==> config.mk <==
export PLATFORM = sky130hd
export DESIGN_NAME = cpu_ram_loader
export DESIGN_NICKNAME = d
export VERILOG_FILES = /design/src/rtl/cpu_ram_loader.sv
export SDC_FILE = /design/constraint.sdc
export NUM_CORES = 1
export LEC_CHECK = 0
export BUFFER_PORTS_ARGS = -buffer_cell sky130_fd_sc_hd__buf_2
export CAP_MARGIN = 20
export CORE_UTILIZATION = 48
export DETAILED_ROUTE_END_ITERATION = 8
export GPL_TIMING_DRIVEN = 0
export PLACE_DENSITY = 0.79
export SLEW_MARGIN = 30
export SYNTH_ARGS = -nofsm -noshare
export SYNTH_HDL_FRONTEND = slang
export SYNTH_SLANG_ARGS = --single-unit
export TNS_END_PERCENT = 1
==> constraint.sdc <==
create_clock -name step_clk -period 3 [get_ports step_clk]
set_input_delay 0 -clock step_clk [delete_from_list [all_inputs] [get_ports step_clk]]
set_output_delay 0 -clock step_clk [all_outputs]
set_load 0.05 [all_outputs]
==> src/rtl/cpu_ram_loader.sv <==
`default_nettype none
// ============================================================================
// Module      : cpu_ram_loader
// Description : Copies a length-prefixed program from a synchronous
//               instruction ROM into CPU RAM starting at BASE_ADDR. ROM word 0
//               holds the instruction count; words 1..n are the program.
//               The count is clamped so the RAM address never wraps, and the
//               clamp is reported on 'overflow'. 'hold' freezes the loader
//               in its ROM-fetch states for single stepping.
// Revision    : 1.0 - initial release
// ----------------------------------------------------------------------------
// Optional feature macro: CPU_LOADER_VERIFY_EN
//   defined   : every word is read back (VRD/VCMP) after its write and
//               compared; a mismatch sets the sticky 'verify_err'.
//               4 cycles per word.
//   undefined : no read-back; ram_re and verify_err are constant 0.
//               2 cycles per word.
// ----------------------------------------------------------------------------
// Ports
//   step_clk    in   1       clock, rising edge
//   reset       in   1       asynchronous, active-low reset
//   start       in   1       one-cycle load request (accepted in IDLE/DONE)
//   hold        in   1       single-step freeze (LEN and FETCH only)
//   rom_addr    out  ADDR_W  ROM address
//   rom_re      out  1       ROM read strobe (data valid next cycle)
//   rom_data    in   DATA_W  ROM read data
//   ram_addr    out  ADDR_W  RAM address
//   ram_wdata   out  DATA_W  RAM write data
//   ram_we      out  1       RAM write strobe, one cycle per word
//   ram_re      out  1       RAM read strobe (verify build only)
//   ram_rdata   in   DATA_W  RAM read data (valid cycle after ram_re)
//   loading_ram out  1       load in progress; CPU must stay off the RAM
//   done        out  1       load finished; level until next accepted start
//   overflow    out  1       program length exceeded capacity and was clamped
//   verify_err  out  1       read-back mismatch seen, sticky until next start
//   count       out  ADDR_W  words written so far in the current load
// ============================================================================
module cpu_ram_loader #(
  parameter int DATA_W    = 8,
  parameter int ADDR_W    = 8,
  parameter int BASE_ADDR = 0
) (
  input  logic              step_clk,
  input  logic              reset,
  input  logic              start,
  input  logic              hold,
  output logic [ADDR_W-1:0] rom_addr,
  output logic              rom_re,
  input  logic [DATA_W-1:0] rom_data,
  output logic [ADDR_W-1:0] ram_addr,
  output logic [DATA_W-1:0] ram_wdata,
  output logic              ram_we,
  output logic              ram_re,
  input  logic [DATA_W-1:0] ram_rdata,
  output logic              loading_ram,
  output logic              done,
  output logic              overflow,
  output logic              verify_err,
  output logic [ADDR_W-1:0] count
);

  // Length comparisons need one bit more than either the ROM word or the
  // address, since capacity can be a full 2**ADDR_W words.
  localparam int              CW        = ((DATA_W > ADDR_W) ? DATA_W : ADDR_W) + 1;
  localparam logic [CW-1:0]   MAX_WORDS = CW'((2 ** ADDR_W) - BASE_ADDR);
  localparam logic [ADDR_W-1:0] BASE    = ADDR_W'(BASE_ADDR);

  typedef enum logic [2:0] {
    S_IDLE  = 3'd0,
    S_LEN   = 3'd1,
    S_LWAIT = 3'd2,
    S_FETCH = 3'd3,
    S_WRITE = 3'd4,
    S_VRD   = 3'd5,
    S_VCMP  = 3'd6,
    S_DONE  = 3'd7
  } state_t;

  state_t              state;
  logic [ADDR_W-1:0]   idx;          // index of the word being moved
  logic [CW-1:0]       n_words;      // effective (clamped) word count
  logic [DATA_W-1:0]   data_q;       // last word written, kept for read-back
  logic [ADDR_W-1:0]   rom_addr_q;
  logic [ADDR_W-1:0]   ram_addr_q;
  logic [ADDR_W-1:0]   count_q;
  logic                loading_q;
  logic                done_q;
  logic                overflow_q;

  logic [CW-1:0]       word0;
  logic [CW-1:0]       next_idx;
  logic                more;

  assign word0    = CW'(rom_data);
  assign next_idx = CW'(idx) + CW'(1);
  assign more     = (next_idx < n_words);

  // Strobes are decoded from the registered state so an asynchronous reset
  // removes them in the same cycle; no partial write can escape.
  assign rom_re    = ((state == S_LEN) || (state == S_FETCH)) && !hold;
  assign ram_we    = (state == S_WRITE);
  // During WRITE the word comes straight from the ROM output (valid this
  // cycle); otherwise the held copy is presented.
  assign ram_wdata = (state == S_WRITE) ? rom_data : data_q;

  assign rom_addr    = rom_addr_q;
  assign ram_addr    = ram_addr_q;
  assign count       = count_q;
  assign loading_ram = loading_q;
  assign done        = done_q;
  assign overflow    = overflow_q;

`ifdef CPU_LOADER_VERIFY_EN
  logic verify_err_q;
  assign ram_re     = (state == S_VRD);
  assign verify_err = verify_err_q;
`else
  logic unused_rdata;
  assign unused_rdata = ^ram_rdata;
  assign ram_re       = 1'b0;
  assign verify_err   = 1'b0;
`endif

  always_ff @(posedge step_clk or negedge reset) begin
    if (!reset) begin
      state      <= S_IDLE;
      idx        <= '0;
      n_words    <= '0;
      data_q     <= '0;
      rom_addr_q <= '0;
      ram_addr_q <= '0;
      count_q    <= '0;
      loading_q  <= 1'b0;
      done_q     <= 1'b0;
      overflow_q <= 1'b0;
`ifdef CPU_LOADER_VERIFY_EN
      verify_err_q <= 1'b0;
`endif
    end else begin
      case (state)
        S_IDLE, S_DONE: begin
          if (start) begin
            state      <= S_LEN;
            idx        <= '0;
            rom_addr_q <= '0;
            count_q    <= '0;
            overflow_q <= 1'b0;
            done_q     <= 1'b0;
            loading_q  <= 1'b1;
`ifdef CPU_LOADER_VERIFY_EN
            verify_err_q <= 1'b0;
`endif
          end
        end

        // rom_re is high here (unless held) with rom_addr = 0.
        S_LEN: begin
          if (!hold) begin
            state <= S_LWAIT;
          end
        end

        // Length word is on rom_data now; clamp it to the RAM capacity.
        S_LWAIT: begin
          if (word0 > MAX_WORDS) begin
            n_words    <= MAX_WORDS;
            overflow_q <= 1'b1;
          end else begin
            n_words    <= word0;
          end
          if (word0 == '0) begin
            state     <= S_DONE;
            loading_q <= 1'b0;
            done_q    <= 1'b1;
          end else begin
            state      <= S_FETCH;
            idx        <= '0;
            rom_addr_q <= ADDR_W'(1);
          end
        end

        // rom_re is high here (unless held) with rom_addr = idx + 1.
        S_FETCH: begin
          if (!hold) begin
            state      <= S_WRITE;
            ram_addr_q <= BASE + idx;
          end
        end

        S_WRITE: begin
          data_q  <= rom_data;
          count_q <= idx + ADDR_W'(1);
`ifdef CPU_LOADER_VERIFY_EN
          state   <= S_VRD;
`else
          if (more) begin
            state      <= S_FETCH;
            idx        <= idx + ADDR_W'(1);
            rom_addr_q <= idx + ADDR_W'(2);
          end else begin
            state     <= S_DONE;
            loading_q <= 1'b0;
            done_q    <= 1'b1;
          end
`endif
        end

`ifdef CPU_LOADER_VERIFY_EN
        // ram_re is high here; ram_addr still points at the word just written.
        S_VRD: begin
          state <= S_VCMP;
        end

        // A mismatch is flagged but the load carries on.
        S_VCMP: begin
          if (ram_rdata != data_q) begin
            verify_err_q <= 1'b1;
          end
          if (more) begin
            state      <= S_FETCH;
            idx        <= idx + ADDR_W'(1);
            rom_addr_q <= idx + ADDR_W'(2);
          end else begin
            state     <= S_DONE;
            loading_q <= 1'b0;
            done_q    <= 1'b1;
          end
        end
`endif

        default: begin
          state <= S_IDLE;
        end
      endcase
    end
  end

endmodule
`default_nettype wire

==> flow_summary_export.csv <==
group,metric,value,unit
logic_synthesis,synth.avg_cell_area,9.94,sq um
grt,grt_pass1_vias,2135,
setup_path,start_kind,"flip-flop",
routing,met3_length,197,microns
final_layout,antennaDiodeCount,0,
clocking,cts_root_buffer,"clkbuf_8",
routing,first_pass_iters,4,
flow_run,cap_viol_max_count,0,
placed_design,gp_congestion,0.817,
setup_path,r2r_cells,11,
setup_path,worstReg2RegEnd,"rom_addr[0]",
min_path,hp-class,"in2reg",
power,swShare,45.4,%
grt,grt_first_pass_wirelength,10.0,mm
clocking,insertion_delay,0.31,ns
setup_path,r2r-start,"idx[3]",
grt,grt_antenna_before_repair,0,
clocking,clkSlewWorstSetupHoldPaths,0.10,ns
min_path,whs_endpoint,"state[1]",
die,die-area,5870,sq um
final_layout,nNetsFinal,364,
timing,slew_headroom,55.3,%
routing,routed-wl-met2,2.78,mm
power,p_clk_share,17.2,%
routing,wire_per_inst,14.4,microns
clocking,cts_tree,"done",
setup_path,r2r_slack,0.16,ns
timing,finalSetupViolCount,0,
timing,skew,0.0103,ns
timing,report.final.hold_viol_count,0,
power,comb_power_share,48.3,%
placed_design,numPortBuffers,48,
routing,drc_errors,0,
logic_synthesis,ys.flop_type,"dfrtp_1",
logic_synthesis,synth_cell_types,43,
timing,fmaxAchievable,352,MHz
min_path,hold_depth,4,
power,power_frac_seq,34.5,%
power,p_per_area,873,nW/um^2
setup_path,critPathKind,"reg2reg",
die,die_x,76.6,microns
power,ir_drop,0.502,mV
clocking,cts_buffers,5,
logic_synthesis,synth-edff-count,0,
setup_path,worst-endpoint-required,3.21,ns
die,row_count,26,
grt,grt_max_degree,55,
setup_path,critPathMaxFanout,10,
logic_synthesis,synth-seq-cells,54,
grt,grt_usage,21.6,%
status,status,"finished, final reports clean",
routing,highest_layer,"met4",
logic_synthesis,syn_area,2670,sq um
routing,m1WireLength,2.71,mm
setup_path,end_kind,"flip-flop",
logic_synthesis,postSynthCellCount,269,
routing,vias_per_cell,5.25,
timing,tightest_slew,0.670,ns
timing,fin_crit,2.84,ns
clocking,cts_sinks,54,
grt,overflow,0,
die,core_area,5240,sq um
clocking,ctsHtreeMaxLevel,2,
routing,num_vias,2131,
timing,fin_crit_sh,94.8,%
timing,fin_tns_setup,0,ns
power,p_switching,1.29,mW
final_layout,syn2layout_area_growth,21.5,%
power,internal_power,1.55,mW
routing,wirelength,5.83,mm
final_layout,stdcell_area,3250,sq um
placed_design,dp_hpwl,3.98,mm
die,dieHeight,76.6,microns
routing,drt_iter0_markers,120,
power,p_leak,1.66,nW
logic_synthesis,ys.warnings.count,0,
final_layout,layout-drive-gt1-share,26.2,%
routing,detail-route-antenna-nets,0,
min_path,worstHoldStart,"hold",
die,start_util,51.1,%
setup_path,cp_data_arrival_time,3.05,ns
clocking,cts_buffer_depth,2,
placed_design,dpl_cell_area,3010,sq um
logic_synthesis,seq_area_frac_synth,50.5,%
die,io_pins,59,
timing,maxSlewViolCount,0,
logic_synthesis,async_flop_share,100,%
## flip-flops by register name, summed over array words and instances, names as in the netlist
| signal | cells |
|---|---|
| ram_addr | 8 |
| idx | 8 |
| done | 1 |
| n_words | 8 |
| data_q | 8 |
| count | 8 |
| overflow | 1 |
| state | 3 |
| loading_ram | 1 |
| rom_addr | 8 |
## placed cells by master (no fill, tap or decap), types with 2 or more instances in the layout
cell	n
a21boi_0	2
a21o_1	3
a21oi_1	6
a221o_1	2
and2_1	2
and3_1	4
buf_2	49
buf_4	4
buf_6	3
clkbuf_1	8
clkbuf_8	5
clkinvlp_4	2
conb_1	2
dfrtp_1	53
dlygate4sd3_1	10
ha_1	7
ha_2	2
inv_1	12
mux2_2	9
nand2_1	59
nand3_1	15
nand4_1	2
nor2_1	8
nor4_1	3
o211ai_1	3
o21ai_0	19
o2bb2ai_1	8
or2_4	2
xnor2_1	2
xor2_1	10
## cells by family after synthesis
logic type               synth area share [%]
buffers and inverters                    5.47
flip-flops                               50.5
AND/OR/NAND/NOR                          17.7
adder cells (fa/ha/maj)                  4.21
multiplexers                             3.79
XOR/XNOR                                 3.93
AO/OA/AOI/OAI                            14.2
other                                   0.140
## cell type report
cell class / count / area [sq um]
Fill cell: 426 / 1990
Sequential cell: 54 / 1350
Multi-Input combinational cell: 186 / 1200
Timing Repair Buffer: 59 / 350
Buffer: 16 / 93.8
Tap cell: 70 / 87.6
Clock buffer: 5 / 68.8
Inverter: 13 / 53.8
Clock inverter: 3 / 45.0
## through the flow
step	hold slack (ns)	std cells	total power, mW	utilization, %	setup slack (ns)
floorplan	-0.296	270	2.00	-	0.340
finish	0.205	406	2.84	62.0	0.156
global placement	0.240	388	2.28	57.4	0.0536
global route	0.240	406	3.01	62.0	-0.0321
CTS	0.190	406	2.82	61.5	0.0168
detailed placement	0.0857	388	2.32	57.4	0.00388
## routing by layer
| layer | GRT usage, % | vias to the layer above |
|---|---|---|
| met1 | 29.3 | 1020 |
| met5 | 0 | - |
| met2 | 34.1 | 45 |
| met3 | 3.83 | 14 |
| li1 | - | 1052 |
| met4 | 9.62 | 0 |
## critical path, cell delays in order, from the launching register on
cell	delay, ns
dfrtp_1	0.33
buf_2	0.21
and3_1	0.25
nand2_1	0.10
nor2_1	0.18
xor2_1	0.25
ha_1	0.31
nand4_1	0.15
nand4b_4	0.13
or3_4	0.43
buf_6	0.16
o221a_1	0.24
## power by group through the flow
stage          Combinational, mW  Sequential, mW  Clock [mW]
2_1_floorplan              0.887            1.11           0
3_3_place_gp                1.29           0.986           0
3_5_place_dp                1.33           0.991           0
4_1_cts                     1.34           0.978       0.497
5_1_grt                     1.49           0.997       0.524
6_report                    1.37           0.980       0.488
## cells in the mapped netlist, drive strengths merged (2+ instances only)
cell,number,area (sq um)
nor4,3,18.8
o2bb2ai,8,70.1
inv,12,45.0
ha,9,113
and3,4,25.0
xor2,10,87.6
a21boi,2,15.0
nand3,15,75.1
a21o,3,22.5
dfrtp,54,1350
a221o,2,20.0
nand4,2,12.5
or2,3,23.8
mux2,9,101
o21ai,19,95.1
a21oi,7,38.8
buf,7,55.1
o211ai,3,22.5
xnor2,2,17.5
and2,2,12.5
or3,2,17.5
clkbuf,10,37.5
nor2,8,30.0
nand2,59,221
## timing repair
| item | in CTS | in global routing |
|---|---|---|
| hold buffers | 10 | 0 |
| gates resized for setup | 1 | 7 |
| buffers inserted | 0 | 1 |
| setup endpoints to repair | 4 | 19 |
| pin swaps | 0 | 1 |
| endpoints found under the hold margin | 71 | 0 |
## worst max path at each step
stage / start / end / depth (start not counted)
6_report: idx[3] / rom_addr[0] / 11
5_1_grt: idx[3] / idx[7] / 11
4_1_cts: idx[4] / rom_addr[4] / 11
3_5_place_dp: idx[0] / idx[1] / 11
3_3_place_gp: idx[0] / idx[1] / 11
2_1_floorplan: idx[4] / rom_addr[0] / 12
Note: power is estimated with default switching activity, not from simulation.
